$ cat src/rtl/branch_predictor_bht.sv
// Dynamic branch predictor: direct-mapped BTB plus a table of saturating
// direction counters, optionally indexed gshare-style with a global history
// register. Lookup is combinational on the fetch PC; resolution in EX raises
// the flush/redirect, trains both tables, repairs the history and keeps
// branch/mispredict statistics.
module branch_predictor_bht #(
  parameter int PC_W       = 32,
  parameter int IDX_BITS   = 6,
  parameter int CNT_W      = 2,
  parameter int TAG_BITS   = 8,
  parameter int GHR_BITS   = 4,
  parameter int USE_GSHARE = 1
) (
  input  logic                clk,
  input  logic                rst,
  // fetch-side lookup
  input  logic                if_valid,
  input  logic [PC_W-1:0]     if_pc,
  output logic                pred_taken,
  output logic [PC_W-1:0]     pred_target,
  output logic [GHR_BITS-1:0] pred_ghr,
  // execute-side resolution
  input  logic                ex_valid,
  input  logic                ex_is_branch,
  input  logic [PC_W-1:0]     ex_pc,
  input  logic                ex_taken,
  input  logic [PC_W-1:0]     ex_target,
  input  logic                ex_pred_taken,
  input  logic [PC_W-1:0]     ex_pred_target,
  input  logic [GHR_BITS-1:0] ex_ghr,
  output logic                mispredict,
  output logic [PC_W-1:0]     redirect_pc,
  // statistics
  output logic [31:0]         branch_cnt,
  output logic [31:0]         mispred_cnt
);

  localparam int ENTRIES = 1 << IDX_BITS;
  localparam logic [CNT_W-1:0] CNT_MAX  = '1;
  // Weakly not-taken: MSB clear, every lower bit set.
  localparam logic [CNT_W-1:0] CNT_INIT = CNT_MAX >> 1;

  // Table state
  logic [CNT_W-1:0]    bht_q        [ENTRIES];
  logic                btb_valid_q  [ENTRIES];
  logic [TAG_BITS-1:0] btb_tag_q    [ENTRIES];
  logic [PC_W-1:0]     btb_target_q [ENTRIES];

  logic [GHR_BITS-1:0] ghr_q, ghr_d;
  logic [31:0]         branch_cnt_q, mispred_cnt_q;

  // Fetch-side indexing
  logic [IDX_BITS-1:0] if_idx;
  logic [TAG_BITS-1:0] if_tag;
  logic [IDX_BITS-1:0] if_bht_idx;
  logic                if_hit;

  assign if_idx     = if_pc[IDX_BITS+1:2];
  assign if_tag     = if_pc[IDX_BITS+TAG_BITS+1:IDX_BITS+2];
  assign if_bht_idx = (USE_GSHARE != 0) ? (if_idx ^ IDX_BITS'(ghr_q)) : if_idx;
  assign if_hit     = btb_valid_q[if_idx] && (btb_tag_q[if_idx] == if_tag);

  // Prediction is forced to "not taken, history 0" while reset is asserted so
  // stale table contents never leak out during the reset cycle.
  assign pred_taken  = !rst && if_hit && bht_q[if_bht_idx][CNT_W-1];
  assign pred_target = pred_taken ? btb_target_q[if_idx] : (if_pc + PC_W'(4));
  assign pred_ghr    = rst ? '0 : ghr_q;

  // Execute-side indexing
  logic [IDX_BITS-1:0] ex_idx;
  logic [TAG_BITS-1:0] ex_tag;
  logic [IDX_BITS-1:0] ex_bht_idx;
  logic                ex_branch;
  logic [CNT_W-1:0]    ex_cnt_old, ex_cnt_new;

  assign ex_idx     = ex_pc[IDX_BITS+1:2];
  assign ex_tag     = ex_pc[IDX_BITS+TAG_BITS+1:IDX_BITS+2];
  assign ex_bht_idx = (USE_GSHARE != 0) ? (ex_idx ^ IDX_BITS'(ex_ghr)) : ex_idx;
  assign ex_branch  = ex_valid && ex_is_branch;
  assign ex_cnt_old = bht_q[ex_bht_idx];

  // Resolve: flush on wrong direction, wrong taken target, or a non-branch
  // that was predicted taken because it aliased into a BTB entry.
  always_comb begin
    mispredict = 1'b0;
    if (ex_valid) begin
      if (ex_is_branch) begin
        mispredict = (ex_taken != ex_pred_taken) ||
                     (ex_taken && ex_pred_taken && (ex_target != ex_pred_target));
      end else begin
        mispredict = ex_pred_taken;
      end
    end
  end

  assign redirect_pc = (ex_branch && ex_taken) ? ex_target : (ex_pc + PC_W'(4));

  // Saturating counter step for the resolving branch.
  always_comb begin
    ex_cnt_new = ex_cnt_old;
    if (ex_taken) begin
      if (ex_cnt_old != CNT_MAX) ex_cnt_new = ex_cnt_old + CNT_W'(1);
    end else begin
      if (ex_cnt_old != '0) ex_cnt_new = ex_cnt_old - CNT_W'(1);
    end
  end

  // History next state: repair from the carried snapshot wins over the
  // speculative shift of the current fetch.
  always_comb begin
    ghr_d = ghr_q;
    if (mispredict) begin
      ghr_d = ex_is_branch ? ((ex_ghr << 1) | GHR_BITS'(ex_taken)) : ex_ghr;
    end else if (if_valid && if_hit) begin
      ghr_d = (ghr_q << 1) | GHR_BITS'(pred_taken);
    end
  end

  // Direction counters: reset to weakly not-taken, train on every resolved branch.
  always_ff @(posedge clk) begin
    if (rst) begin
      for (int i = 0; i < ENTRIES; i++) bht_q[i] <= CNT_INIT;
    end else if (ex_branch) begin
      bht_q[ex_bht_idx] <= ex_cnt_new;
    end
  end

  // BTB: install on taken branches, drop entries that made a non-branch look taken.
  always_ff @(posedge clk) begin
    if (rst) begin
      for (int i = 0; i < ENTRIES; i++) btb_valid_q[i] <= 1'b0;
    end else if (ex_branch && ex_taken) begin
      btb_valid_q[ex_idx]  <= 1'b1;
      btb_tag_q[ex_idx]    <= ex_tag;
      btb_target_q[ex_idx] <= ex_target;
    end else if (ex_valid && !ex_is_branch && ex_pred_taken) begin
      btb_valid_q[ex_idx] <= 1'b0;
    end
  end

  // Global history register.
  always_ff @(posedge clk) begin
    if (rst) ghr_q <= '0;
    else     ghr_q <= ghr_d;
  end

  // Statistics counters, saturating at all-ones.
  always_ff @(posedge clk) begin
    if (rst) begin
      branch_cnt_q  <= '0;
      mispred_cnt_q <= '0;
    end else begin
      if (ex_branch && (branch_cnt_q != '1))   branch_cnt_q  <= branch_cnt_q + 32'd1;
      if (mispredict && (mispred_cnt_q != '1)) mispred_cnt_q <= mispred_cnt_q + 32'd1;
    end
  end

  assign branch_cnt  = branch_cnt_q;
  assign mispred_cnt = mispred_cnt_q;

endmodule
$ cat config.mk
export PLATFORM = sky130hd
export DESIGN_NAME = branch_predictor_bht
export DESIGN_NICKNAME = d
export VERILOG_FILES = /design/src/rtl/branch_predictor_bht.sv
export SDC_FILE = /design/constraint.sdc
export NUM_CORES = 2
export LEC_CHECK = 0
export CORE_MARGIN = 2
export CORE_UTILIZATION = 56
export CTS_CLUSTER_SIZE = 14
export DETAILED_ROUTE_END_ITERATION = 8
export PLACE_DENSITY_LB_ADDON = 0.2
export SLEW_MARGIN = 20
export SYNTH_ARGS = -nofsm -noshare
export SYNTH_HDL_FRONTEND = slang
export SYNTH_SLANG_ARGS = --single-unit
$ cat constraint.sdc
create_clock -name clk -period 4.6 [get_ports clk]
set_input_delay 0.46 -clock clk [delete_from_list [all_inputs] [get_ports clk]]
set_output_delay 0.46 -clock clk [all_outputs]
set_load 0.01 [all_outputs]
# After elaboration in Yosys (flattened, before gate mapping)
# Memory sizes are Yosys's and may differ from the RTL's.
# Cells that the tools add are included.
word_totals:
  regBits: 68
  latchBits: 0
  ram_bits: 2752
  romBits: 0
  in_bits: 139
  output_inout_bits: 134
  wordCells: 73
  n_memories: 4
memory_table:
  columns: ["name", "depth", "width", "rd", "rd_clocked_by_memory_dff", "wr", "line_no", "source"]
  rows:
  - ["btb_target_q", 64, 32, 1, 0, 1, "47", "logic [PC_W-1:0] btb_target_q [ENTRIES];"]
  - ["btb_tag_q", 64, 8, 1, 0, 1, "46", "logic [TAG_BITS-1:0] btb_tag_q [ENTRIES];"]
  - ["bht_q", 64, 2, 2, 0, 64, "44", "logic [CNT_W-1:0] bht_q [ENTRIES];"]
  - ["btb_valid_q", 64, 1, 1, 0, 64, "45", "logic btb_valid_q [ENTRIES];"]
op_classes:
  n_addsub: 6
  n_mul: 0
  div_mod_pow: 0
  magnitude_cmp: 0
  eq_ne: 6
  shifts: 0
  mux: 30
  bitwise: 5
  reduce_logical: 19
op_table:
  columns: ["cell", "n"]
  rows:
  - ["$add A32 B1 Y32 const B", 2]
  - ["$add A32 B3 Y32 const B", 2]
  - ["$mux W32", 2]
  - ["$ne A32 B32 Y1 const B", 2]
  - ["$ne A32 B32 Y1", 1]
  - ["$mux W1", 18]
  - ["$mux W4", 4]
  - ["$logic_and A1 B1 Y1", 12]
  - ["$mux W6", 2]
  - ["$xor A6 B4 Y6", 2]
  - ["$eq A8 B8 Y1", 1]
  - ["$mux W2", 4]
  - ["$or A4 B1 Y4", 2]
  - ["$reduce_bool A2 Y1", 2]
  - ["$add A2 B1 Y2 const B", 1]
  - ["$logic_not A1 Y1", 2]
  - ["$ne A2 B2 Y1 const B", 1]
  - ["$reduce_or A2 Y1", 1]
  - ["$sub A2 B1 Y2 const B", 1]
  - ["$logic_or A1 B1 Y1", 1]
  - ["$ne A1 B1 Y1", 1]
  - ["$or A1 B1 Y1", 1]
  - ["$reduce_or A1 Y1", 1]

# Logic depth before layout (Yosys ltp)
depth:
  ltp_word: 10
  ltp_mapped: 17

# Worst setup path before layout
# OpenSTA, ideal clock, no wires.
synth_path:
  kind: "input port to flip-flop"
  startpoint: "input ex_pc[4]"
  endpoint: "memory btb_tag_q[15][0] (enable)"
  setup_time_ns: 0.487
  t_arrival_ns: 4.070
  required_ns: 4.113
  slack_ns: 0.043
  path_stages: 5
  path_cell_list: "clkbuf_1 > and3_1 > clkbuf_1 > nand3_1 > nor3_1"
synth_rtl:
  columns: ["item", "line_no", "source"]
  rows:
  - ["start, declared", "25", "input logic [PC_W-1:0] ex_pc,"]
  - ["end, declared", "46", null]
# No word-level cell before the write port.

# Worst setup path in the final report
layout_path:
  startpoint: "memory btb_tag_q[42][5]"
  endpoint: "output pred_target[10]"
layout_between:
  elab_chain_len: 6
layout_rtl:
  columns: ["item", "line_no", "source"]
  rows:
  - ["$mem_v2 Z64 W8", null, null]
  - ["$eq A8 B8 Y1", "61", "assign if_hit = btb_valid_q[if_idx] && (btb_tag_q[if_idx] == if_tag);"]
  - ["$logic_and A1 B1 Y1", "61", null]
  - ["$logic_and A1 B1 Y1 (2 in series)", "65", "assign pred_taken = !rst && if_hit && bht_q[if_bht_idx][CNT_W-1];"]
  - ["$mux W32", "66", "assign pred_target = pred_taken ? btb_target_q[if_idx] : (if_pc + PC_W'(4));"]
  - ["end, declared", "20", "output logic [PC_W-1:0] pred_target,"]
# No other way between the ends.

==> flow_summary.json <==
{
  "status": "finished, violations left",
  "violations": "negative setup slack",
  "start_kind": "flop",
  "root_buffer": "clkbuf_16",
  "power_density_nw_per_um2": 412,
  "cts_sinks": 2820,
  "pwr-share-seq_pct": 52.1,
  "die_w_um": 454,
  "numCtsBuffers": 295,
  "synthTopCellsByCount": "edfxtp_1, mux4_2, nor2_1, clkbuf_1, nand2_1",
  "coreArea_sq_um": 202000,
  "hold_depth": 1,
  "synth_edf_count": 2752,
  "dpl_cell_area_sq_um": 122000,
  "die_y_um": 454,
  "path_cells": "mux4_2, a22oi_1, nand3_1, and4_1, a221o_1, xor2_1, or4_4, nor4_4, buf_12, buf_16, buf_12, mux2_4, buf_6",
  "path_class": "reg -> out",
  "critPathSlowestCell": "or4_4",
  "cpPeakStageDelay_ns": 0.60,
  "drive_above_1_share_pct": 28.8,
  "min_path_type": "in -> reg",
  "combPwrFrac_pct": 6.4,
  "synth_nets": 5635,
  "skew_ns": 0.0243,
  "synth_most_common_cell": "edfxtp_1",
  "pin_count": 273,
  "avgRoutedWirePerCell_um": 36.7,
  "crit_buf_inv": 4,
  "htree_levels": 5,
  "fill_cells": 13126,
  "gp_congestion": 0.878,
  "max_freq_mhz": 198,
  "arrival_ns": 4.60,
  "rows": 165,
  "vias_per_cell": 6.79,
  "grt_max_degree": 146,
  "cts_buffer_depth": 4,
  "synth_area_leader_cell": "edfxtp_1",
  "relSlewSlack_pct": 20.6,
  "drcViolationCount": 0,
  "synthFlopType": "edfxtp_1",
  "synth_area_leaders": "edfxtp_1, mux4_2, dfxtp_1, nor2_1, xor2_1",
  "routed_wl_mm": 331,
  "setup_violations": 33,
  "grt_pass1_vias": 60273,
  "pre_cts_slack_ns": -0.995,
  "grtUsageTotal_pct": 32.4,
  "p_int_w": 0.0427,
  "crit_path_end_kind": "primary output",
  "tightest_slew_ns": 1.18,
  "r2r_cells": 14,
  "grt-ovfl-total": 0,
  "syn_inst": 5491,
  "drt_pre_antenna_iters": 5,
  "cpMostUsedCell": "buf_12",
  "start_util_pct": 56.2,
  "grt_pass1_wl_mm": 462,
  "hp-start": "ex_target[15]",
  "via_count": 61243,
  "ir_drop_uv": 383,
  "ff2ff_setup_slack_ns": 0.72,
  "cts_tree": "yes",
  "final-hold-violation-count": 0,
  "crit_fanout": 6,
  "avgSynthCellArea_sq_um": 20.7,
  "yosysWarnings": 0,
  "syn_to_final_growth_pct": 16.0,
  "rsz0062_at_grt": "yes",
  "antenna_found_initial": 11,
  "ys_types": 79,
  "multi_input_area_sq_um": 28300,
  "floorplan.die_area_sq_um": 206000,
  "drt_iter0_drc": 9425,
  "period_minus_slack_ns": 5.06,
  "swShare_pct": 21.4,
  "fin_nets": 6275,
  "postLayoutCellArea_sq_um": 132000,
  "ys_async_sr_fraction_pct": 0,
  "finalMaxSlewViolations": 0,
  "synth_top_area_share_pct": 72.9,
  "cp.required_ns": 4.14,
  "path_clk_slew_ns": 0.06,
  "cp_top_family": "simple AND/OR/NAND/NOR gates",
  "syn-cell-area_sq_um": 113000,
  "fin_ws_ns": -0.459,
  "clk_latency_ns": 0.91,
  "power_switching_w": 0.0116,
  "power_leakage_nw": 41.6,
  "p_clk_share_pct": 41.5,
  "r2r-start": "btb_tag_q[63][4]$_DFFE_PP_",
  "seq_area_frac_synth_pct": 74.1,
  "hold_end": "btb_target_q[26][15]$_DFFE_PP_",
  "fin_crit_sh_pct": 110,
  "ant_nets": 0,
  "io_buffers": 272,
  "synth_seq_cells": 2820,
  "r2r-end": "ghr_q[3]$_SDFFE_PP0P_",
  "cap_violations": 0,
  "final-seq-area_sq_um": 84000,
  "post-dp-hpwl_mm": 186
}
[final cells by class]
type	instances	share of cell area, %
Timing Repair Buffer	689	5.30
Sequential cell	2820	63.8
Antenna cell	13	0.0247
Clock buffer	359	5.89
Multi-Input combinational cell	2307	21.5
Tap cell	2672	2.54
Clock inverter	138	0.861
Inverter	18	0.0513
[cell usage in the layout, fill, tap and decap left out, drive strengths merged, types with 52 or more instances in the layout]
cell type,count
buf,491
clkbuf,359
clkdlybuf4s50,192
clkinv,114
dfxtp,68
edfxtp,2752
mux2,56
mux2i,52
mux4,813
nand2,181
nand3,135
nor2,250
nor4,68
o21ai,76
o21bai,62
xnor2,59
xor2,92
[worst register-to-register path: stages (launching register included)]
cell and delay (ns):
edfxtp_1 0.37, mux4_2 0.47, mux2i_1 0.15, mux2i_1 0.11, a2111oi_2 0.40, buf_4 0.19
mux2i_1 0.17, nand4b_1 0.15, buf_4 0.18, buf_4 0.13, buf_4 0.13, nor4_2 0.65
buf_4 0.27, a41oi_1 0.11, a221oi_1 0.29
[per-layer routing]
layer	GRT usage (%)	vias to the layer above	wire length, um
li1	-	24139	-
met1	45.7	32394	121000
met2	50.0	4007	157000
met3	5.90	695	35700
met4	14.6	8	17200
met5	0	-	41
[worst max-delay path by stage]
stage / from / to / slack [ns] / cells after the start
2_1_floorplan: ex_pc[4] / btb_tag_q[15][0]$_DFFE_PP_ / 0.04 / 5
3_3_place_gp: if_pc[2] / pred_target[24] / -1.04 / 15
3_5_place_dp: if_pc[2] / pred_target[25] / -0.99 / 15
4_1_cts: btb_tag_q[26][4]$_DFFE_PP_ / pred_target[27] / -0.74 / 15
5_1_grt: btb_tag_q[63][4]$_DFFE_PP_ / pred_target[1] / -0.64 / 14
6_report: btb_tag_q[42][5]$_DFFE_PP_ / pred_target[10] / -0.46 / 13
[state kept, by name, summed over array words and instances (netlist names)]
register,flops
btb_target_q,2048
btb_tag_q,512
bht_q,128
btb_valid_q,64
branch_cnt,32
mispred_cnt,32
ghr_q,4
[power groups by stage]
| stage | clock (W) | sequential, W | combinational, W |
|---|---|---|---|
| after floorplan | 0 | 0.0288 | 0.00183 |
| after global placement | 0 | 0.0288 | 0.00339 |
| after detailed placement | 0 | 0.0288 | 0.00343 |
| after CTS | 0.0226 | 0.0283 | 0.00346 |
| after global routing | 0.0236 | 0.0283 | 0.00363 |
| final | 0.0225 | 0.0283 | 0.00348 |
[stage by stage]
| stage | instances | power [W] | utilization [%] | TNS, ns | hold WS (ns) |
|---|---|---|---|---|---|
| 2_1_floorplan | 5491 | 0.0307 | - | 0 | 0.482 |
| 3_3_place_gp | 8491 | 0.0322 | 60.7 | -34.49 | 0.484 |
| 3_5_place_dp | 8491 | 0.0323 | 60.7 | -30.87 | 0.493 |
| 4_1_cts | 9002 | 0.0544 | 65.2 | -21.77 | 0.00164 |
| 5_1_grt | 9013 | 0.0555 | 65.2 | -19.53 | 0.0138 |
| 6_report | 9016 | 0.0543 | 65.2 | -13.54 | 0.0689 |
[cell families (layout without fill, tap and decap cells)]
group | Yosys count | after routing | synth area share [%]
DFF | 2820 | 2820 | 74.1
muxes | 921 | 921 | 17.3
and+or+nand+nor | 859 | 859 | 3.70
AOI/OAI and AO/OA | 369 | 369 | 2.22
buffers and inverters | 364 | 1204 | 1.48
xor gates and xnor gates | 151 | 151 | 1.17
adders and majority gates | 7 | 7 | 0.0728
other | 0 | 13 | 0
[timing repair]
action / CTS / global route
setup endpoints to repair: 33 / 33
hold endpoints to repair: 13 / 1
setup buffers: 9 / 2
gates resized for setup: 180 / 15
cloned: 2 / 0
hold buffers: 5 / 1
pin swaps: 6 / 5
No activity file was read; power rests on OpenSTA's default activity.
